[src/rtl/fwd_hazard_unit.sv]
// Operand-forwarding selects and load-use stall detection for a classic 5-stage pipeline.
// Keeps a shadow copy of the EX/MEM/WB register fields needed to resolve data hazards.
module fwd_hazard_unit #(
  parameter int RA_W  = 5,
  parameter int CNT_W = 16
) (
  input  logic             clk,
  input  logic             rst,
  input  logic [RA_W-1:0]  id_rs,
  input  logic [RA_W-1:0]  id_rt,
  input  logic             id_use_rs,
  input  logic             id_use_rt,
  input  logic [RA_W-1:0]  id_dst,
  input  logic             id_regwrite,
  input  logic             id_memread,
  input  logic             hold,
  input  logic             flush,
  output logic [1:0]       fwd_a,
  output logic [1:0]       fwd_b,
  output logic             stall,
  output logic             pc_en,
  output logic             ifid_en,
  output logic [CNT_W-1:0] stall_cnt
);

  localparam logic [1:0]       FWD_RF  = 2'b00;
  localparam logic [1:0]       FWD_WB  = 2'b01;
  localparam logic [1:0]       FWD_MEM = 2'b10;
  localparam logic [RA_W-1:0]  REG_ZERO = '0;
  localparam logic [CNT_W-1:0] CNT_MAX  = '1;

  logic [RA_W-1:0]  ex_rs_q, ex_rs_d;
  logic [RA_W-1:0]  ex_rt_q, ex_rt_d;
  logic [RA_W-1:0]  ex_dst_q, ex_dst_d;
  logic             ex_regwrite_q, ex_regwrite_d;
  logic             ex_memread_q, ex_memread_d;
  logic [RA_W-1:0]  mem_dst_q, mem_dst_d;
  logic             mem_regwrite_q, mem_regwrite_d;
  logic [RA_W-1:0]  wb_dst_q, wb_dst_d;
  logic             wb_regwrite_q, wb_regwrite_d;
  logic [CNT_W-1:0] stall_cnt_q, stall_cnt_d;

  logic mem_wr_valid;
  logic wb_wr_valid;
  logic load_in_ex;
  logic id_reads_load;
  logic bubble_ex;

  // Register 0 is hard-wired, so a write to it is never a hazard source.
  always_comb begin
    mem_wr_valid = mem_regwrite_q && (mem_dst_q != REG_ZERO);
    wb_wr_valid  = wb_regwrite_q && (wb_dst_q != REG_ZERO);
    load_in_ex   = ex_memread_q && (ex_dst_q != REG_ZERO);
  end

  // MEM holds the younger result, so it is checked before WB.
  always_comb begin
    fwd_a = FWD_RF;
    if (mem_wr_valid && (mem_dst_q == ex_rs_q)) begin
      fwd_a = FWD_MEM;
    end else if (wb_wr_valid && (wb_dst_q == ex_rs_q)) begin
      fwd_a = FWD_WB;
    end
  end

  always_comb begin
    fwd_b = FWD_RF;
    if (mem_wr_valid && (mem_dst_q == ex_rt_q)) begin
      fwd_b = FWD_MEM;
    end else if (wb_wr_valid && (wb_dst_q == ex_rt_q)) begin
      fwd_b = FWD_WB;
    end
  end

  // A taken branch squashes the ID instruction, so it cannot cause a stall.
  always_comb begin
    id_reads_load = (id_use_rs && (id_rs == ex_dst_q)) ||
                    (id_use_rt && (id_rt == ex_dst_q));
    stall     = !flush && load_in_ex && id_reads_load;
    pc_en     = !(stall || hold);
    ifid_en   = !(stall || hold);
    bubble_ex = stall || flush;
  end

  always_comb begin
    ex_rs_d        = ex_rs_q;
    ex_rt_d        = ex_rt_q;
    ex_dst_d       = ex_dst_q;
    ex_regwrite_d  = ex_regwrite_q;
    ex_memread_d   = ex_memread_q;
    mem_dst_d      = mem_dst_q;
    mem_regwrite_d = mem_regwrite_q;
    wb_dst_d       = wb_dst_q;
    wb_regwrite_d  = wb_regwrite_q;
    stall_cnt_d    = stall_cnt_q;

    if (!hold) begin
      wb_dst_d       = mem_dst_q;
      wb_regwrite_d  = mem_regwrite_q;
      mem_dst_d      = ex_dst_q;
      mem_regwrite_d = ex_regwrite_q;
      if (bubble_ex) begin
        ex_rs_d       = '0;
        ex_rt_d       = '0;
        ex_dst_d      = '0;
        ex_regwrite_d = 1'b0;
        ex_memread_d  = 1'b0;
      end else begin
        ex_rs_d       = id_rs;
        ex_rt_d       = id_rt;
        ex_dst_d      = id_dst;
        ex_regwrite_d = id_regwrite;
        ex_memread_d  = id_memread;
      end
      if (stall && (stall_cnt_q != CNT_MAX)) begin
        stall_cnt_d = stall_cnt_q + 1'b1;
      end
    end
  end

  always_ff @(posedge clk) begin
    if (rst) begin
      ex_rs_q        <= '0;
      ex_rt_q        <= '0;
      ex_dst_q       <= '0;
      ex_regwrite_q  <= 1'b0;
      ex_memread_q   <= 1'b0;
      mem_dst_q      <= '0;
      mem_regwrite_q <= 1'b0;
      wb_dst_q       <= '0;
      wb_regwrite_q  <= 1'b0;
      stall_cnt_q    <= '0;
    end else begin
      ex_rs_q        <= ex_rs_d;
      ex_rt_q        <= ex_rt_d;
      ex_dst_q       <= ex_dst_d;
      ex_regwrite_q  <= ex_regwrite_d;
      ex_memread_q   <= ex_memread_d;
      mem_dst_q      <= mem_dst_d;
      mem_regwrite_q <= mem_regwrite_d;
      wb_dst_q       <= wb_dst_d;
      wb_regwrite_q  <= wb_regwrite_d;
      stall_cnt_q    <= stall_cnt_d;
    end
  end

  assign stall_cnt = stall_cnt_q;

endmodule

[config.mk]
export PLATFORM = sky130hd
export DESIGN_NAME = fwd_hazard_unit
export DESIGN_NICKNAME = d
export VERILOG_FILES = /design/src/rtl/fwd_hazard_unit.sv
export SDC_FILE = /design/constraint.sdc
export NUM_CORES = 1
export LEC_CHECK = 0
export ABC_CLOCK_PERIOD_IN_PS = 4090
export CAP_MARGIN = 30
export CORE_ASPECT_RATIO = 0.7
export CORE_MARGIN = 4
export CORE_UTILIZATION = 40
export CTS_CLUSTER_DIAMETER = 30
export DETAILED_ROUTE_END_ITERATION = 16
export SLEW_MARGIN = 20
export SYNTH_ARGS = -nofsm -noshare
export SYNTH_HDL_FRONTEND = slang
export SYNTH_SLANG_ARGS = --single-unit
[constraint.sdc]
create_clock -name clk -period 4.09 [get_ports clk]
set_input_delay 0.6135 -clock clk [delete_from_list [all_inputs] [get_ports clk]]
set_output_delay 0.6135 -clock clk [all_outputs]
set_load 0.02 [all_outputs]
==> results <==
- The flow ran to the end, and the final reports show no timing, DRC or antenna violations.
- The measured slew at the worst slew-check pin is 768 ps.
- The floorplan die height is 71.3 microns.
- For this run, the total global-route usage over all layers was measured as 0.163.
- The sequential group share of total power is 0.528.
- A synthesized cell averages ~9.3 sq um.
- The cell class contributing the biggest share of worst-path delay is buffers and inverters.
- The root buffer selected by CTS is clkbuf_8.
- The floorplan has 22 rows.
- Counting along the longest clock path gives a buffer depth of 2.
- The share of total power dissipated in combinational logic is 0.093.
- Data on the critical path is required at its endpoint by approximately 3500 ps.
- The fraction of the yosys area taken by sequential cells is 0.394.
- The via-per-instance ratio is 5.37.
- The clock-pin slew of the registers on the worst-case setup and hold paths is 80 ps.
- The tree built by TritonCTS fans out to 45 sinks.
- The total number of yosys warnings is 0.
- Yosys mapped the design onto 37 distinct sky130hd cell types.
- Of all flip-flops after synthesis, the portion carrying an async set or reset was 0.
- The final cell utilization of the core is 0.535.
- The global-route congestion overflow total is 0.
- The master of the slowest instance on the critical path is clkdlybuf4s50_1.
- The violation count after the first detailed-route iteration is around 100.
- IR analysis of the VDD net gives a maximum drop of ~0.00016 V.
- The most heavily used metal layer in global routing is met1.
- The estimated wirelength of the detail-placed design is 4280 microns.
- The number of nets in the synthesized netlist is about 270.
- The number of setup buffers added after CTS is 0.
- The relative slew slack is 0.488.
- In the routed design, unresolved DRC markers number 0.
- The final period utilization is 0.774.
- Traced cell by cell, the critical path runs through clkdlybuf4s50_1, xor2_1, nor4_1, a32oi_1, nor2_1, nor2_1, clkdlybuf4s50_1.
- The width of the die is between 90 and 100 microns.
- Entering global routing, the biggest net connects 41 pins.
- The maximum net fanout on the critical path is 2.
- The worst setup path is of the in2out kind.
- The area of the die is approximately 7000 sq um.
- The CTS tree is done.
- The met2 usage in global routing is 0.219.
- Across the run, the number of max-cap violations was 0.
- Setup repair after global routing left no endpoint under its margin.
- For this run, the top clock speed supported by timing is ~0.32 GHz.
- The share of total power dissipated in the clock network is 0.379.
- For this design the total switching power over the nets is 201 uW.
- The weighted congestion reported at the end of routability-driven placement is 0.804.
- The final layout contains routed wiring with a total length of approximately 5700 microns.
- The fraction of power spent switching nets is 0.231.
- The flip-flop and latch count after synthesis is 45.
- Setup violations remaining at the end of the flow were counted as 0.
- The starting density of the core is 0.424.
- Once detail routing completed, the nets flagged for antenna violations numbered 0.
- The internal power is around 670 uW.
- The tightest min-delay check is of the reg2reg type.
- The largest single stage delay on the critical path is 660 ps.
- In the global route stage, met3 resource usage came out at 0.0379.
- The final setup TNS is 0 ps.
- The hold-critical path depth is 1.
- The area growth from synthesis to layout is 26.1%.
- After filler insertion, the fill cell instance count of the layout stands at between 500 and 600.
- 0 antenna diodes ended up in the layout.
- The category of the worst setup path capture point is an output port.
- The H-tree depth is 2.
- The wire length of the first global-routing pass is 9040 microns.
- The logic depth of the worst register-to-register path is 6.
- The average wire per standard cell is 16.0 microns.
- The initial antenna violation count is 0.
- The most common flop cell mapped by yosys is dfxtp_1.
- The number of flops mapped to enable cells by yosys is 0.
- The quantity of gates resized following cts is 0.
- STA classifies the critical path startpoint as a primary input.
- The final layout contains 309 nets.
- The cell area after synthesis is 2290 sq um.
- The I/O pin count is between 40 and 50.
- After clock tree synthesis, the flow added hold-fix buffers numbering 0.
- Across the routed clock network, the largest skew measured is approximately 13 ps.
- Hold timing on the final database bottoms out at a slack of just under 500 ps.
- The total count of hold-check failures in the final report is 0.
- For this design the static power due to leakage is about 1.2 nW.
- Clock latency on the worst-skew pair, taken at its later pin, is approximately 300 ps.
- Buffers placed on the I/O ports in this run total 45.
- The total area inside the core boundary comes to roughly 5400 sq um.
- The instance count of the mapped netlist is between 200 and 250.
- The share of layout cells above drive strength 1 is 0.0737.
- For the worst setup path, the data arrival time is between 2000 and 3000 ps.
- The global-route track usage on met1 is 0.259.
- The path length in cells of the critical path is 7.
- The detailed-router iteration count before antenna repair is 4.
- The total clock buffers created by CTS is 5.
- The post-layout minimum cycle time is about 3200 ps.
- The number of global-route vias before repair was 1718.
- In this run the power density over the cells is about 300 nW/um^2.
- The detailed router placed about 1.9k vias in this run.
- The number of max-slew violations in the final report is 0.
- The critical path buffer and inverter count is 2.
[layer usage]
layer,part of all wire,up-vias
met4,0.0039,0
met2,0.40,41
met1,0.55,905
met5,0,-
met3,0.042,2
li1,-,970
[worst paths after layout]
kind                                   start      endpoint  slack, ps
worst max register to register  stall_cnt[0]  stall_cnt[8]       1700
worst min-delay path            ex_memread_q  ex_memread_q        490
worst min register to register  ex_memread_q  ex_memread_q        490
worst max-delay path                id_rs[1]         pc_en        920
[flip-flops by register name, indices dropped and copies added, names as in the netlist]
signal / cells
wb_regwrite_q: 1
ex_regwrite_q: 1
wb_dst_q: 5
mem_regwrite_q: 1
ex_rt_q: 5
ex_memread_q: 1
mem_dst_q: 5
stall_cnt: 16
ex_dst_q: 5
ex_rs_q: 5
[cells in the final DEF (no fill, tap or decap), types with 2 or more instances in the layout]
master,synthesis,routed
a21oi_1,5,5
a22o_1,17,17
and2_1,3,3
and3_1,2,2
and4_1,2,2
buf_4,1,3
clkbuf_8,0,5
clkdlybuf4s50_1,0,45
dfxtp_1,45,45
mux2_1,4,4
mux2_2,6,6
mux2i_1,13,13
nand2_1,5,5
nand2b_1,3,3
nand3_1,5,5
nand4_1,9,9
nor2_1,28,27
nor2b_1,10,10
nor3_1,9,9
nor4_1,7,7
o21ai_0,2,2
o31ai_1,5,5
or4_1,10,10
xnor2_1,8,8
xor2_1,22,22
[Yosys cell counts (2+ instances only)]
| cell type | instances | area, sq um |
|---|---|---|
| a21oi_1 | 5 | 25.0 |
| xnor2_1 | 8 | 70.1 |
| o21ai_0 | 2 | 10.0 |
| nand2b_1 | 3 | 18.8 |
| nor2_1 | 28 | 105 |
| or4_1 | 10 | 75.1 |
| mux2i_1 | 13 | 130 |
| nor4_1 | 7 | 43.8 |
| buf_2 | 3 | 15.0 |
| xor2_1 | 22 | 193 |
| mux2_1 | 4 | 45.0 |
| dfxtp_1 | 45 | 901 |
| nor3_1 | 9 | 45.0 |
| mux2_2 | 6 | 67.6 |
| clkbuf_1 | 9 | 33.8 |
| nand2_1 | 5 | 18.8 |
| nor2b_1 | 10 | 62.6 |
| nand3_1 | 5 | 25.0 |
| and4_1 | 2 | 17.5 |
| nand4_1 | 9 | 56.3 |
| and2_1 | 3 | 18.8 |
| a22o_1 | 17 | 149 |
| o31ai_1 | 5 | 37.5 |
| and3_1 | 2 | 12.5 |
[area by class of cell]
| cell class | count | area (sq um) | share of cell area |
|---|---|---|---|
| flip-flops and latches | 45 | 901 | 0.312 |
| clock inverters | 2 | 35.0 | 0.0121 |
| clock buffers | 5 | 68.8 | 0.0238 |
| inverters | 1 | 3.75 | 0.00130 |
| multi-input cells | 184 | 1320 | 0.456 |
| repair buffers | 48 | 473 | 0.164 |
| well taps | 72 | 90.1 | 0.0312 |
[through the flow]
step | std cells | cell area (sq um) | power (mW) | worst slack, ps
floorplan | 245 | 2290 | 0.512 | 1320
global placement | 350 | 2780 | 0.550 | 898
detailed placement | 350 | 2780 | 0.550 | 884
CTS | 357 | 2890 | 0.879 | 883
global route | 357 | 2890 | 0.900 | 726
finish | 357 | 2890 | 0.869 | 924
[worst reg2reg max path: cells and delay by family, from the launching register on]
family / cells / cell delay, ps
multiplexers: 1 / 340
flip-flops: 1 / 400
AND/OR/NAND/NOR: 4 / 1190
adder cells (fa/ha/maj): 1 / 350
[kinds of logic (layout without fill, tap and decap cells)]
| family | after synthesis | after routing | share of synthesized area |
|---|---|---|---|
| xor+xnor | 30 | 30 | 0.115 |
| buf+inv | 16 | 56 | 0.0328 |
| mux | 23 | 23 | 0.106 |
| flops | 45 | 45 | 0.394 |
| fa+ha+maj | 1 | 1 | 0.00547 |
| simple gates | 98 | 98 | 0.238 |
| compound gates | 32 | 32 | 0.109 |
[power by group through the flow]
| stage | Sequential [mW] | Clock [mW] | Combinational, mW |
|---|---|---|---|
| floorplan | 0.464 | 0 | 0.0482 |
| global placement | 0.469 | 0 | 0.0807 |
| detailed placement | 0.469 | 0 | 0.0815 |
| CTS | 0.459 | 0.339 | 0.0817 |
| global route | 0.460 | 0.352 | 0.0885 |
| finish | 0.459 | 0.329 | 0.0812 |
(Power assumes the default switching activity.)
